### src/rtl/control_pkg.sv
// Shared definitions for the hardwired control sequencer: FSM states,
// opcode values, IR field positions and the opcode class decode.
package control_pkg;

  localparam int OPW   = 5;
  localparam int NREGS = 16;
  localparam int DW    = 32;
  localparam int FW    = 4;

  localparam int OP_HI = 31;
  localparam int RA_HI = 26;
  localparam int RB_HI = 22;
  localparam int RC_HI = 18;

  typedef enum logic [3:0] {
    S_IDLE, S_T0, S_T1, S_T2, S_T3, S_T4, S_T5, S_T6, S_HALT
  } state_t;

  typedef enum logic [2:0] {
    C_BINARY, C_UNARY, C_WIDE, C_NOP, C_HALT, C_ILLEGAL
  } op_class_t;

  localparam logic [OPW-1:0] OP_ADD  = 5'b00011;
  localparam logic [OPW-1:0] OP_SUB  = 5'b00100;
  localparam logic [OPW-1:0] OP_AND  = 5'b00101;
  localparam logic [OPW-1:0] OP_OR   = 5'b00110;
  localparam logic [OPW-1:0] OP_SHR  = 5'b00111;
  localparam logic [OPW-1:0] OP_SHRA = 5'b01000;
  localparam logic [OPW-1:0] OP_SHL  = 5'b01001;
  localparam logic [OPW-1:0] OP_ROR  = 5'b01010;
  localparam logic [OPW-1:0] OP_ROL  = 5'b01011;
  localparam logic [OPW-1:0] OP_MUL  = 5'b01111;
  localparam logic [OPW-1:0] OP_DIV  = 5'b10000;
  localparam logic [OPW-1:0] OP_NEG  = 5'b10001;
  localparam logic [OPW-1:0] OP_NOT  = 5'b10010;
  localparam logic [OPW-1:0] OP_NOP  = 5'b11010;
  localparam logic [OPW-1:0] OP_HALT = 5'b11011;

  function automatic op_class_t classify(input logic [OPW-1:0] op);
    op_class_t cls;
    case (op)
      OP_ADD, OP_SUB, OP_AND, OP_OR, OP_SHR,
      OP_SHRA, OP_SHL, OP_ROR, OP_ROL:        cls = C_BINARY;
      OP_NEG, OP_NOT:                         cls = C_UNARY;
      OP_MUL, OP_DIV:                         cls = C_WIDE;
      OP_NOP:                                 cls = C_NOP;
      OP_HALT:                                cls = C_HALT;
      default:                                cls = C_ILLEGAL;
    endcase
    return cls;
  endfunction

endpackage

### src/rtl/select_encode.sv
// Register select/encode: picks Ra, Rb or Rc from the IR and turns it into
// one-hot load (r_in) and bus-drive (r_out) enables.
module select_encode
  import control_pkg::*;
(
  input  logic [DW-1:0]    ir,
  input  logic             Gra,
  input  logic             Grb,
  input  logic             Grc,
  input  logic             Rin,
  input  logic             Rout,
  output logic [NREGS-1:0] r_in,
  output logic [NREGS-1:0] r_out
);

  logic [FW-1:0]    sel;
  logic [NREGS-1:0] onehot;
  logic             unused_ir;

  assign unused_ir = ^{ir[OP_HI:RA_HI+1], ir[RC_HI-FW:0]};

  always_comb begin
    sel = '0;
    if (Gra)      sel = ir[RA_HI -: FW];
    else if (Grb) sel = ir[RB_HI -: FW];
    else if (Grc) sel = ir[RC_HI -: FW];
    onehot      = '0;
    onehot[sel] = 1'b1;
    r_in  = Rin  ? onehot : '0;
    r_out = Rout ? onehot : '0;
  end

endmodule

### src/rtl/control_sequencer.sv
// Hardwired control unit: steps the datapath through fetch (T0-T2) and
// execute (T3-T6) one instruction at a time, with a Moore output decode.
module control_sequencer
  import control_pkg::*;
(
  input  logic             clk,
  input  logic             clr,
  input  logic             run,
  input  logic             mem_ready,
  input  logic [DW-1:0]    ir,
  output logic             PCout,
  output logic             MARin,
  output logic             IncPC,
  output logic             Zin,
  output logic             Zlowout,
  output logic             Zhighout,
  output logic             PCin,
  output logic             Read,
  output logic             MDRin,
  output logic             MDRout,
  output logic             IRin,
  output logic             Yin,
  output logic             HIin,
  output logic             LOin,
  output logic [OPW-1:0]   alu_control,
  output logic [NREGS-1:0] r_in,
  output logic [NREGS-1:0] r_out,
  output logic             busy,
  output logic             instr_done,
  output logic             illegal,
  output logic             halted
);

  state_t          state, state_next;
  op_class_t       op_class;
  logic [OPW-1:0]  op;
  logic            gra, grb, grc, rin, rout;

  assign op       = ir[OP_HI -: OPW];
  assign op_class = classify(op);
  assign busy     = (state != S_IDLE) && (state != S_HALT);

  always_ff @(posedge clk) begin
    if (clr) state <= S_IDLE;
    else     state <= state_next;
  end

  always_comb begin
    state_next  = state;
    PCout       = 1'b0;
    MARin       = 1'b0;
    IncPC       = 1'b0;
    Zin         = 1'b0;
    Zlowout     = 1'b0;
    Zhighout    = 1'b0;
    PCin        = 1'b0;
    Read        = 1'b0;
    MDRin       = 1'b0;
    MDRout      = 1'b0;
    IRin        = 1'b0;
    Yin         = 1'b0;
    HIin        = 1'b0;
    LOin        = 1'b0;
    alu_control = '0;
    gra         = 1'b0;
    grb         = 1'b0;
    grc         = 1'b0;
    rin         = 1'b0;
    rout        = 1'b0;
    instr_done  = 1'b0;
    illegal     = 1'b0;
    halted      = 1'b0;

    case (state)
      S_IDLE: if (run) state_next = S_T0;
      S_T0: begin
        PCout = 1'b1; MARin = 1'b1; IncPC = 1'b1; Zin = 1'b1;
        state_next = S_T1;
      end
      // Re-asserting PCin while waiting just rewrites the same Z value.
      S_T1: begin
        Zlowout = 1'b1; PCin = 1'b1; Read = 1'b1; MDRin = 1'b1;
        if (mem_ready) state_next = S_T2;
      end
      S_T2: begin
        MDRout = 1'b1; IRin = 1'b1;
        state_next = S_T3;
      end
      S_T3: begin
        case (op_class)
          C_BINARY, C_WIDE: begin
            grb = 1'b1; rout = 1'b1; Yin = 1'b1;
            state_next = S_T4;
          end
          C_UNARY: begin
            grb = 1'b1; rout = 1'b1; alu_control = op; Zin = 1'b1;
            state_next = S_T5;
          end
          C_NOP: begin
            instr_done = 1'b1;
            state_next = run ? S_T0 : S_IDLE;
          end
          C_HALT: begin
            instr_done = 1'b1;
            state_next = S_HALT;
          end
          default: begin
            instr_done = 1'b1; illegal = 1'b1;
            state_next = run ? S_T0 : S_IDLE;
          end
        endcase
      end
      S_T4: begin
        grc = 1'b1; rout = 1'b1; alu_control = op; Zin = 1'b1;
        state_next = S_T5;
      end
      S_T5: begin
        Zlowout = 1'b1;
        if (op_class == C_WIDE) begin
          LOin = 1'b1;
          state_next = S_T6;
        end else begin
          gra = 1'b1; rin = 1'b1; instr_done = 1'b1;
          state_next = run ? S_T0 : S_IDLE;
        end
      end
      S_T6: begin
        Zhighout = 1'b1; HIin = 1'b1; instr_done = 1'b1;
        state_next = run ? S_T0 : S_IDLE;
      end
      S_HALT: halted = 1'b1;
      default: state_next = S_IDLE;
    endcase
  end

  select_encode u_select_encode (
    .ir    (ir),
    .Gra   (gra),
    .Grb   (grb),
    .Grc   (grc),
    .Rin   (rin),
    .Rout  (rout),
    .r_in  (r_in),
    .r_out (r_out)
  );

endmodule

### config.mk
export PLATFORM = sky130hd
export DESIGN_NAME = control_sequencer
export DESIGN_NICKNAME = d
export VERILOG_FILES = /design/src/rtl/control_pkg.sv /design/src/rtl/select_encode.sv /design/src/rtl/control_sequencer.sv
export SDC_FILE = /design/constraint.sdc
export NUM_CORES = 1
export LEC_CHECK = 0
export BUFFER_PORTS_ARGS = -buffer_cell sky130_fd_sc_hd__buf_2
export CAP_MARGIN = 30
export CORE_ASPECT_RATIO = 0.6
export CORE_MARGIN = 2
export CORE_UTILIZATION = 39
export CTS_CLUSTER_SIZE = 28
export DETAILED_ROUTE_END_ITERATION = 10
export GPL_TIMING_DRIVEN = 0
export PLACE_DENSITY = 0.83
export SYNTH_ARGS = -nofsm -noshare
export SYNTH_HDL_FRONTEND = slang
export SYNTH_HIERARCHICAL = 1
export SYNTH_SLANG_ARGS = --single-unit
### constraint.sdc
create_clock -name clk -period 4.7 [get_ports clk]
set_input_delay 0.235 -clock clk [delete_from_list [all_inputs] [get_ports clk]]
set_output_delay 0.235 -clock clk [all_outputs]
set_load 0.005 [all_outputs]
; After elaboration in Yosys (flattened, before gate mapping)
; Memory sizes are Yosys's and may differ from the RTL's.
; Index checks and enable logic that the tools add are counted.
[word_totals]
register_bits = 4
mem_bits_ro = 96
in_bits = 36
output_inout_bits = 55
n_memories = 1
[op_classes]
order_cmp = 2
n_eq_ne = 15
n_mux = 37
bitwise_logic = 1
reduce_logical = 11
[memory_table]
columns = name, depth, width, rd, rd_ports_with_merged_regs, wr, line_no
row1 = (name not given), 32, 3, 1, 0, 0, control_pkg.sv:41  ; case (op)
[op_table]
columns = operator, n
row1 = $pmux 4 s9, 1
row2 = $mux 16, 2
row3 = $mux 1, 21
row4 = $mux 4, 5
row5 = $eq 4x3->1 const B, 4
row6 = $pmux 4 s3, 1
row7 = $pmux 5 s2, 1
row8 = $eq 4x2->1 const B, 2
row9 = $eq 3x2->1 const B, 2
row10 = $reduce_or 2->1, 3
row11 = $lt 4x5->1 const B, 1
row12 = $mux 5, 1
row13 = $reduce_or 5->1, 1
row14 = $demux 1 s4, 1
row15 = $eq 4x1->1 const B, 1
row16 = $eq 4x4->1 const B, 1
row17 = $ge 4x1->1 const B, 1
row18 = $logic_not 4->1, 1
row19 = $ne 2x2->1 const B, 2
row20 = $ne 4x4->1 const B, 1
row21 = $pmux 1 s2, 2
row22 = $reduce_bool 4->1, 1
row23 = $eq 3x1->1 const B, 1
row24 = $eq 3x3->1 const B, 1
row25 = 7 further kinds, 8

; Longest topological paths before layout
; Gate-level depths: netlist of the first run.
; An unclocked memory read counts as a cell.
[depth]
word_depth = 12
depth_mapped = 10
depth_no_buf = 7

; By module
; The synthesis of the first run kept the hierarchy.
[modules_own_cells]
columns = mod, instances, cells_per_inst, area_per_inst_um2, seq_area_each_um2
row1 = control_sequencer, 1, 97, 684.4, 80.1
row2 = select_encode, 1, 75, 654.4, 0.0

; Worst setup path after synthesis of the first run
; No wires, ideal clock.
[synth_path]
kind = input port to output port
startpoint = input ir[27]
endpoint = output r_in[14]
arrival_time_ns = 2.197
required_ns = 4.465
path_slack_ns = 2.268
path_stages = 9
n_path_buf = 3
cell_sequence = buf_2 -> and2_1 -> a32o_1 -> nor2_1 -> buf_6 -> a21oi_1 -> a21o_4 -> buf_6 -> nor4_1
[synth_lines]
columns = item, line_no
row1 = start: declaration, control_sequencer.sv:10  ; input logic [DW-1:0] ir,
row2 = $mem_v2 32x3 (*), -
row3 = $eq 3x2->1 (*), control_sequencer.sv:119  ; if (op_class == C_WIDE) begin
row4 = $mux 1 (*), control_sequencer.sv:119
row5 = $mux 1 (*), control_sequencer.sv:74  ; case (state)
row6 = via gra, control_sequencer.sv:37  ; logic gra, grb, grc, rin, rout;
row7 = $mux 4, select_encode.sv:24  ; if (Gra) sel = ir[RA_HI -: FW];
row8 = $lt 4x5->1 (implied by the code) / $ge 4x1->1 (equally long branches), select_encode.sv:28  ; onehot[sel] = 1'b1;
row9 = $logic_and 1x1->1 (implied by the code), select_encode.sv:28
row10 = $mux 1 (implied by the code), select_encode.sv:28
row11 = $demux 1 s4, -
row12 = $mux 16 (*), select_encode.sv:29  ; r_in = Rin ? onehot : '0;
row13 = end: declaration, control_sequencer.sv:26  ; output logic [NREGS-1:0] r_in,
; The timed path passes the listed nets; every way through them passes the cells marked *.

; Worst setup path in the final report of the first run
[layout_path]
startpoint = register state[0]
endpoint = output r_in[14]
[layout_lines]
columns = item, line_no
row1 = start: declaration, control_sequencer.sv:34  ; state_t state, state_next;
row2 = start signal: assignment, control_sequencer.sv:45  ; else state <= state_next;
row3 = $eq 4x3->1 (*), control_sequencer.sv:74
row4 = $mux 1 (*), control_sequencer.sv:74
row5 = via gra, control_sequencer.sv:37
row6 = $mux 4, select_encode.sv:24
row7 = $lt 4x5->1 (implied by the code) / $ge 4x1->1 (equally long branches), select_encode.sv:28
row8 = $logic_and 1x1->1 (implied by the code), select_encode.sv:28
row9 = $mux 1 (implied by the code), select_encode.sv:28
row10 = $demux 1 s4, -
row11 = $mux 16 (*), select_encode.sv:29
; Marks and branches as above.

==> impl_metrics.tcl, run 1 <==
set metrics [dict create \
    status "completed" \
    grt_use_total_pct 21.85 \
    dp.final_hpwl_mm 3.255 \
    post_drt_wl_per_cell_microns 13.81 \
    path_clk_slew_ns 0.03 \
    clock_latency_ns 0.22 \
    cts_buffers 3 \
    finalPower_w 0.0002035 \
    grt_pass1_wl_mm 7.038 \
    initial_utilization_pct 41.03 \
    via_count 1674 \
    htreeDepth 1 \
    clockBufferDepth 2 \
    drt_iter0_markers 166 \
    hold_viol 0 \
    clkSinkCount 4 \
    gr-total-overflow 0 \
    cpPeakStageDelay_ns 0.62 \
    fin_hold_ws_ns 0.2515 \
    min_path_type "in2reg" \
    fin_area_sq_mm 0.001802 \
    hold_buffers 0 \
    crit_path_max_fanout 11 \
    routed_via_density 5.713 \
    die_w_microns 79.64 \
    place_area_sq_mm 0.001760 \
    yosysSeqAreaShare_pct 5.981 \
    ys_seq_elements 4 \
    ys_warn_count 6 \
    skew_ns 0.002056 \
    ant_nets 0 \
    synth_nets 208 \
    gp_congestion 0.9061 \
    layout-drive-gt1-share_pct 49.19 \
    layout_min_cycle_time_ns 3.089 \
    worstPathArrival_ns 2.85 \
    worst_slew_pin_slew_ns 0.7993 \
    grt_max_degree 12 \
    layout-area-overhead-vs-synth_pct 34.58 \
    drt_pre_antenna_iters 5 \
    synthCells 172 \
    synthFlopType "dfxtp_1" \
    cap_violations 0 \
    fin_util_pct 55.21 \
    post_cts_buffers 0 \
    required_ns 4.47 \
    finalSetupViolCount 0 \
    layout.nets 286 \
    cts_root_buf "clkbuf_8" \
    crit_type "reg2out" \
    cts_resized 0 \
    finalWirelength_mm 4.046 \
    num-fill-cells 303 \
    fin_tns_setup_ns 0 \
    top_register "state" \
    cts_tree "built" \
    power_density_mw_per_mm2 113.0 \
    slew_viol_final 0 \
    crit_path_end_kind "output pin" \
    synth_area_sq_mm 0.001339 \
    antenna_found_initial 0 \
    synth_edf_count 0 \
    n_antenna_cell 0 \
    power_leakage_nw 0.8648 \
    ys_types 56 \
    grt_setup_unrepaired "false" \
    relSlewSlack_pct 46.52 \
    die_h_microns 49.39 \
    multiInputGateArea_sq_mm 0.001060 \
    drcViolationCount 0 \
    largest_reg_flops 4 \
    dieArea_sq_mm 0.003933 \
    period_share_pct 65.72 \
    cp_cell_sequence "buf_6 > nor3b_2 > nand2_1 > nor2_1 > buf_6 > a21oi_1 > a21o_4 > buf_6 > nor4_1 > buf_2" \
    ys_async_sr_fraction_pct 0 \
    regArea_sq_um 80.08 \
    reg_top3 "state (4)" \
    vdd_drop_max_mv 0.08794 \
    core_sq_mm 0.003263 \
    port_buffers 72 \
    max_freq_ghz 0.3237 \
    design.portCount 91 \
    critPathLaunchType "flip-flop" \
    syn_area_per_cell_sq_um 7.784 \
    grt_pass1_vias 1491 \
    rows 16 \
    cp_common_cell "buf_6" \
    critical_path.slowest_cell "nor2_1" \
]
-- layout by cell type, fill, tap and decap left out, drive strengths merged, types with 3 or more instances in the layout --
cell type	instances
a21o	5
inv	8
a21oi	6
dfxtp	4
o21a	4
o21ai	7
nor3	4
a32oi	4
nand2	9
o211ai	6
nor2	7
clkbuf	3
buf	94
nor4	35
o311ai	3
nand2b	5
and3b	4
nor2b	7
and2	6
-- where the power goes --
part           leakage, nW  switching, W  internal, W
clock network       0.0216     0.0000178    0.0000546
registers           0.0327    0.00000266    0.0000368
logic                0.811     0.0000475    0.0000442
total                0.865     0.0000680     0.000136
-- routing by layer --
metal / routed length, microns / GRT usage (%)
met4: 34 / 6.034
met1: 1956 / 32.38
met2: 1742 / 33.19
met3: 312 / 2.222
met5: 0 / 0
-- synth_stat cells, drive strengths merged (2+ instances only) --
cell,n,share of area [%]
nor4,35,19
dfxtp,4,6.0
nand2,9,2.5
mux2i,2,1.5
and2,6,2.8
nor2b,7,3.5
nor3,4,1.5
nor4b,2,2.4
and3,2,0.93
a21oi,6,2.2
o31a,2,2.0
o211ai,6,3.4
nor3b,2,1.5
o21ai,7,3.2
nor2,7,2.0
inv,8,2.2
a211oi,2,1.1
nand3b,2,2.1
o311ai,3,2.0
a21o,5,3.4
o21a,4,3.4
and3b,4,3.3
nand2b,5,2.9
a32oi,4,3.7
buf,21,13
-- cells by family after synthesis --
| logic type | Yosys count | share of synthesized area [%] |
|---|---|---|
| buf+inv | 29 | 14.86 |
| compound gates | 45 | 29.44 |
| simple gates | 91 | 47.57 |
| mux | 2 | 1.495 |
| flops | 4 | 5.982 |
| xor+xnor | 1 | 0.6543 |
-- cell type report --
type	count	share of cell area [%]
multi-input cells	139	58.82
repair buffers	73	20.28
plain buffers	21	9.375
flip-flops and latches	4	4.444
well taps	45	3.125
clock buffers	3	2.292
inverters	8	1.667
-- metrics by stage --
step / cells / setup slack, ns
final: 293 / 1.611
after global routing: 293 / 1.331
after CTS: 293 / 1.617
after detailed placement: 290 / 1.800
after global placement: 289 / 1.861
after floorplan: 172 / 2.268
-- worst max-delay path, delay by kind of cell, from the launching register on --
family	cells	cell delay (ns)
buffers and inverters	4	0.70
AO/OA/AOI/OAI	2	0.31
AND/OR/NAND/NOR	4	1.33
flip-flops	1	0.29
-- worst paths after layout --
| path | startpoint | to | slack (ns) | cells after the start |
|---|---|---|---|---|
| hold / removal | clr | state[1]$_SDFFE_PP0P_ | 0.25 | 2 |
| setup / recovery | state[0]$_SDFFE_PP0P_ | r_in[14] | 1.61 | 10 |
| hold reg to reg | state[2]$_SDFFE_PP0P_ | state[2]$_SDFFE_PP0P_ | 0.61 | 2 |
| setup reg to reg | state[2]$_SDFFE_PP0P_ | state[1]$_SDFFE_PP0P_ | 3.24 | 4 |
Power figures use the tool's default switching activity.
==> run 2, diff against run 1 <==
ABC_AREA = 1   (was unset)
CORE_UTILIZATION = 36   (was 39)
PLACE_DENSITY = 0.85   (was 0.83)
clock period = 2.71 ns   (was 4.7 ns; I/O delays follow)
==> impl_metrics.tcl, run 2 <==
set metrics [dict create \
    htreeDepth 1 \
    ys_warn_count 6 \
    post_cts_buffers 0 \
    fin_hold_ws_ns 0.1370 \
    fin_area_sq_mm 0.001592 \
    final_common_cell "buf_2" \
    regArea_sq_um 80.08 \
    power_leakage_nw 0.9383 \
    port_buffers 75 \
    hold_buffers 0 \
    status "completed" \
    vdd_drop_max_mv 0.4127 \
    ys_seq_elements 4 \
    synth_edf_count 0 \
    crit_path_end_kind "output pin" \
    synth_area_sq_mm 0.001122 \
    die_w_microns 76.08 \
    finalWirelength_mm 3.467 \
    num-fill-cells 317 \
    synth_top_area_share_pct 20.74 \
    drt_iter0_markers 65 \
    synth_nets 261 \
    relSlewSlack_pct 74.80 \
    ys_async_sr_fraction_pct 0 \
    cts_tree "built" \
    crit_type "reg2out" \
    grt_pass1_wl_mm 5.485 \
    worst_slew_pin_slew_ns 0.3751 \
    slew_viol_final 0 \
    synth_most_common_cell "nand2_1" \
    path_clk_slew_ns 0.03 \
    dieArea_sq_mm 0.003595 \
    largest_reg_flops 4 \
    use_met3_pct 3.462 \
    grt.met1_usage_pct 25.96 \
    layout-drive-gt1-share_pct 40.59 \
    clkSinkCount 4 \
    design.portCount 91 \
    die_h_microns 47.25 \
    busiest_layer "met2" \
    multiInputGateArea_sq_um 830.8 \
    layout_common_cells "75 x buf_2, 62 x nand2_1, 56 x nor2_1" \
    period_share_pct 89.53 \
    skew_ns 0.003090 \
    hold_viol 0 \
    routed_via_density 4.667 \
    cts_buffers 3 \
    drt_pre_antenna_iters 4 \
    drcViolationCount 0 \
    gp_congestion 0.8469 \
    post_drt_wl_per_cell_microns 10.05 \
    antenna_found_initial 0 \
    layout-area-overhead-vs-synth_pct 41.81 \
    ant_nets 0 \
    reg_top3 "state (4)" \
    finalSetupViolCount 0 \
    yosysTopAreaCell "nand2_1" \
    fin_tns_setup_ns 0 \
    grt_use_total_pct 18.57 \
    critPathLaunchType "flip-flop" \
    top_register "state" \
    required_ns 2.57 \
    place_area_sq_mm 0.001550 \
    gr-usage-met2_pct 32.14 \
    grt_max_degree 11 \
    max_freq_ghz 0.4122 \
    dp.final_hpwl_mm 2.911 \
    synthTopCellsByArea "nand2_1 21%, nor2_1 19%, dfxtp_1 7.1%, inv_1 7.0%, nand3_1 5.8%" \
    grt_pass1_vias 1255 \
    synthCells 225 \
    core_sq_mm 0.002928 \
    rows 15 \
    initial_utilization_pct 38.33 \
    power_density_mw_per_mm2 302.2 \
    worstPathArrival_ns 2.29 \
    crit_path_max_fanout 9 \
    n_antenna_cell 0 \
    via_count 1610 \
    syn_area_per_cell_sq_um 4.988 \
    min_path_type "in2reg" \
    clockBufferDepth 2 \
    gr-total-overflow 0 \
    cap_violations 0 \
    cts_root_buf "clkbuf_8" \
    cts_resized 0 \
    synthTopCellsByCount "62 x nand2_1, 56 x nor2_1, 21 x inv_1, 13 x nand3_1, 10 x nor2_2" \
    layout.nets 341 \
    grt_setup_unrepaired "false" \
    layout_min_cycle_time_ns 2.426 \
    finalPower_w 0.0004809 \
    ys_types 27 \
    yosysSeqAreaShare_pct 7.135 \
    clock_latency_ns 0.21 \
    synthFlopType "dfxtp_1" \
]
==> run 2: changes by cell type after synthesis, moves of 6 or more <==
| cell | before | now |
|---|---|---|
| nand2_1 | 9 | 62 |
| nor2_1 | 7 | 56 |
| nor4_1 | 29 | 0 |
| inv_1 | 7 | 21 |
| nand3_1 | 1 | 13 |
| nor2_2 | 0 | 10 |
| nand2_2 | 0 | 8 |
| and2_1 | 6 | 0 |
| buf_2 | 6 | 0 |
| nor2b_1 | 6 | 0 |
| nor4_2 | 6 | 0 |
| o211ai_1 | 6 | 0 |
==> run 2: report_power, final <==
part | internal, W | total [W] | switching [W]
clock network | 0.0000944 | 0.000122 | 0.0000274
logic | 0.000113 | 0.000282 | 0.000169
registers | 0.0000687 | 0.0000776 | 0.00000887
==> run 2: cells by family after synthesis <==
| group | synth area share (%) |
|---|---|
| compound gates | 6.243 |
| flops | 7.135 |
| buf+inv | 18.84 |
| simple gates | 67.78 |
==> run 2: critical path, stage by stage (launching register included) <==
cell and delay [ns]:
dfxtp_1 0.32, inv_2 0.09, nand2_2 0.11, nor2_2 0.25, inv_1 0.14, o21ai_2 0.20
buf_6 0.17, nand2_1 0.06, nand3_1 0.08, nand2_1 0.09, nor2_2 0.18, nand2_1 0.11
nor2_1 0.16, buf_2 0.14
==> run 2: final cells by class <==
class	count	area share, %
Sequential cell	4	5.031
Timing Repair Buffer	75	23.58
Tap cell	42	3.302
Multi-Input combinational cell	179	52.20
Clock buffer	3	2.594
Buffer	11	5.189
Inverter	31	8.097
==> run 2: path summary, 6_finish.rpt <==
check / start / endpoint / slack [ns] / cells past startpoint
min reg2reg: state[3]$_SDFFE_PP0P_ / state[3]$_SDFFE_PP0P_ / 0.72 / 4
max: state[3]$_SDFFE_PP0P_ / r_out[5] / 0.28 / 13
min: clr / state[2]$_SDFFE_PP0P_ / 0.14 / 2
max reg2reg: state[3]$_SDFFE_PP0P_ / state[2]$_SDFFE_PP0P_ / 1.32 / 7
==> run 2: metrics by stage <==
step / utilization (%) / worst slack (ns) / cells
6_report: 54.36 / 0.2839 / 345
3_5_place_dp: 52.95 / 0.5534 / 342
3_3_place_gp: 52.95 / 0.6312 / 342
4_1_cts: 54.36 / 0.3260 / 345
2_1_floorplan: - / 0.9684 / 225
5_1_grt: 54.36 / 0.09986 / 345
==> run 2: metal layers <==
layer | up-vias | wire [microns]
met3 | 0 | 277
met2 | 68 | 1497
met4 | 0 | 0
met1 | 701 | 1693
met5 | - | 0
li1 | 841 | -
==> run 3, diff against run 2 <==
ABC_AREA = unset   (was 1)
CORE_UTILIZATION = 38   (was 36)
CTS_CLUSTER_SIZE = 24   (was 28)
PLACE_DENSITY = 0.86   (was 0.85)
==> impl_metrics.tcl, run 3 (synthesis gave the netlist of run 1 again) <==
set metrics [dict create \
    skew_ns 0.002599 \
    place_area_sq_mm 0.001755 \
    largest_reg_flops 4 \
    clkSinkCount 4 \
    power_density_mw_per_mm2 194.5 \
    crit_path_max_fanout 10 \
    layout-drive-gt1-share_pct 53.54 \
    cts_root_buf "clkbuf_8" \
    crit_path_end_kind "output pin" \
    final_common_cell "buf_2" \
    port_buffers 72 \
    num-fill-cells 317 \
    initial_utilization_pct 40.53 \
    core_sq_mm 0.003303 \
    ant_nets 0 \
    vdd_drop_max_mv 0.2156 \
    dp_worst_setup_slack_ns -0.01046 \
    power_leakage_nw 0.8997 \
    antenna_found_initial 0 \
    grt_pass1_vias 1536 \
    max_freq_ghz 0.3856 \
    grt_max_degree 12 \
    die_w_microns 80.63 \
    cts_buffers 3 \
    drt_pre_antenna_iters 4 \
    dieArea_sq_mm 0.004029 \
    period_share_pct 95.71 \
    reg_top3 "state (4)" \
    die_h_microns 49.98 \
    cap_violations 0 \
    crit_type "reg2out" \
    gp_congestion 0.8622 \
    top_register "state" \
    use_met3_pct 3.114 \
    finalPower_w 0.0003705 \
    layout-area-overhead-vs-synth_pct 42.34 \
    holdPathStages 2 \
    hold_buffers 0 \
    cts_tree "built" \
    fin_ws_ns 0.1163 \
    worstPathArrival_ns 2.46 \
    grt_pass1_wl_mm 7.182 \
    grt.met1_usage_pct 31.62 \
    dp.cells 289 \
    finalWirelength_mm 4.473 \
    design.portCount 91 \
    relSlewSlack_pct 65.78 \
    min_delay_worst_endpoint "state[1]$_SDFFE_PP0P_" \
    post_drt_wl_per_cell_microns 14.96 \
    gr-total-overflow 0 \
    drt_iter0_markers 92 \
    clock_latency_ns 0.22 \
    slew_viol_final 0 \
    critPathLaunchType "flip-flop" \
    layout_min_cycle_time_ns 2.594 \
    netSwitchingPower_w 0.0001299 \
    routed_via_density 5.803 \
    r2r_start "state[2]$_SDFFE_PP0P_" \
    grt_use_total_pct 21.98 \
    layout_common_cells "78 x buf_2, 25 x nor4_1, 15 x buf_4" \
    reg2reg_to "state[0]$_SDFFE_PP0P_" \
    dp.final_hpwl_mm 3.384 \
    drcViolationCount 0 \
    fin_util_pct 57.69 \
    finalSetupViolCount 0 \
    hold_viol 0 \
    reg2reg_slack_ns 1.14 \
    combPwrFrac_pct 46.6 \
    r2r_cells 5 \
    power.internal_w 0.0002407 \
    busiest_layer "met2" \
    worst_slew_pin_slew_ns 0.5133 \
    power_frac_clock_pct 34.9 \
    via_count 1735 \
    status "completed" \
    n_antenna_cell 0 \
    path_clk_slew_ns 0.03 \
    rows 16 \
    power_frac_seq_pct 18.5 \
    hp-start "clr" \
    min_path_type "in2reg" \
    fin_area_sq_mm 0.001906 \
    layout.cells.non_filler 299 \
    p_sw_share_pct 35.05 \
    htreeDepth 1 \
    gr-usage-met2_pct 35.83 \
    clockBufferDepth 2 \
    required_ns 2.57 \
    layout.nets 292 \
]
run 3: changes by cell type in the layout (fill, tap and decap cells not counted), sizes merged, moves of 5 or more:
cell and delta:
inv -20, o211ai +6, nor2b +7, nor2 -59, nand3 -14, nor4 +35
and2 +6, nand2 -62, buf +16, nor3 -5, nand2b +5, a21o +5
run 3: metrics by stage:
stage | hold WS (ns) | TNS (ns)
after CTS | 0.1504 | 0
final | 0.1537 | 0
after floorplan | 0.2046 | 0
after global placement | 0.3664 | 0
after detailed placement | 0.3741 | -0.01046
after global routing | 0.1710 | -0.3357
run 3: routing by layer:
layer  share of wire (%)  vias up
met4                0.27        0
li1                    -      841
met1                  47      821
met2                  46       71
met3                 7.0        2
met5                   0        -
run 3: cell type report:
cell class / count / area [sq um] / share of cell area (%)
Inverter: 8 / 30.03 / 1.576
Tap cell: 45 / 56.30 / 2.955
Timing Repair Buffer: 79 / 412.9 / 21.67
Sequential cell: 4 / 81.33 / 4.268
Clock buffer: 3 / 41.29 / 2.167
Multi-Input combinational cell: 139 / 1115 / 58.50
Buffer: 21 / 168.9 / 8.864
run 3: worst max-delay path, cell delays in order, from the launching register on:
cell,delay [ns]
dfxtp_1,0.42
nor3b_4,0.30
nand2_1,0.16
nor2_4,0.25
buf_6,0.18
a21oi_1,0.06
a21o_4,0.25
buf_6,0.15
nor4_1,0.29
buf_2,0.16
run 3: how the worst max path moves through the flow:
stage                           from         to  slack, ns
2_1_floorplan  state[0]$_SDFFE_PP0P_   r_in[14]       0.41
3_3_place_gp   state[0]$_SDFFE_PP0P_  r_out[14]       0.04
3_5_place_dp   state[0]$_SDFFE_PP0P_   r_out[3]      -0.01
4_1_cts        state[2]$_SDFFE_PP0P_   r_out[9]       0.04
5_1_grt        state[1]$_SDFFE_PP0P_   r_in[15]      -0.05
6_report       state[1]$_SDFFE_PP0P_   r_out[3]       0.12
run 3: repair_timing:
item,4_1_cts,5_1_grt
gates resized for setup,3,8
setup buffers,0,7
endpoints found under the setup margin,32,31
pin swaps,0,2
run 3: power groups by stage:
stage	Clock, W	Combinational, W	Sequential (W)
after CTS	0.000133	0.000161	0.0000686
final	0.000129	0.000173	0.0000686
after global routing	0.000134	0.000188	0.0000692
after detailed placement	0	0.000159	0.0000693
after global placement	0	0.000157	0.0000690
after floorplan	0	0.000107	0.0000683
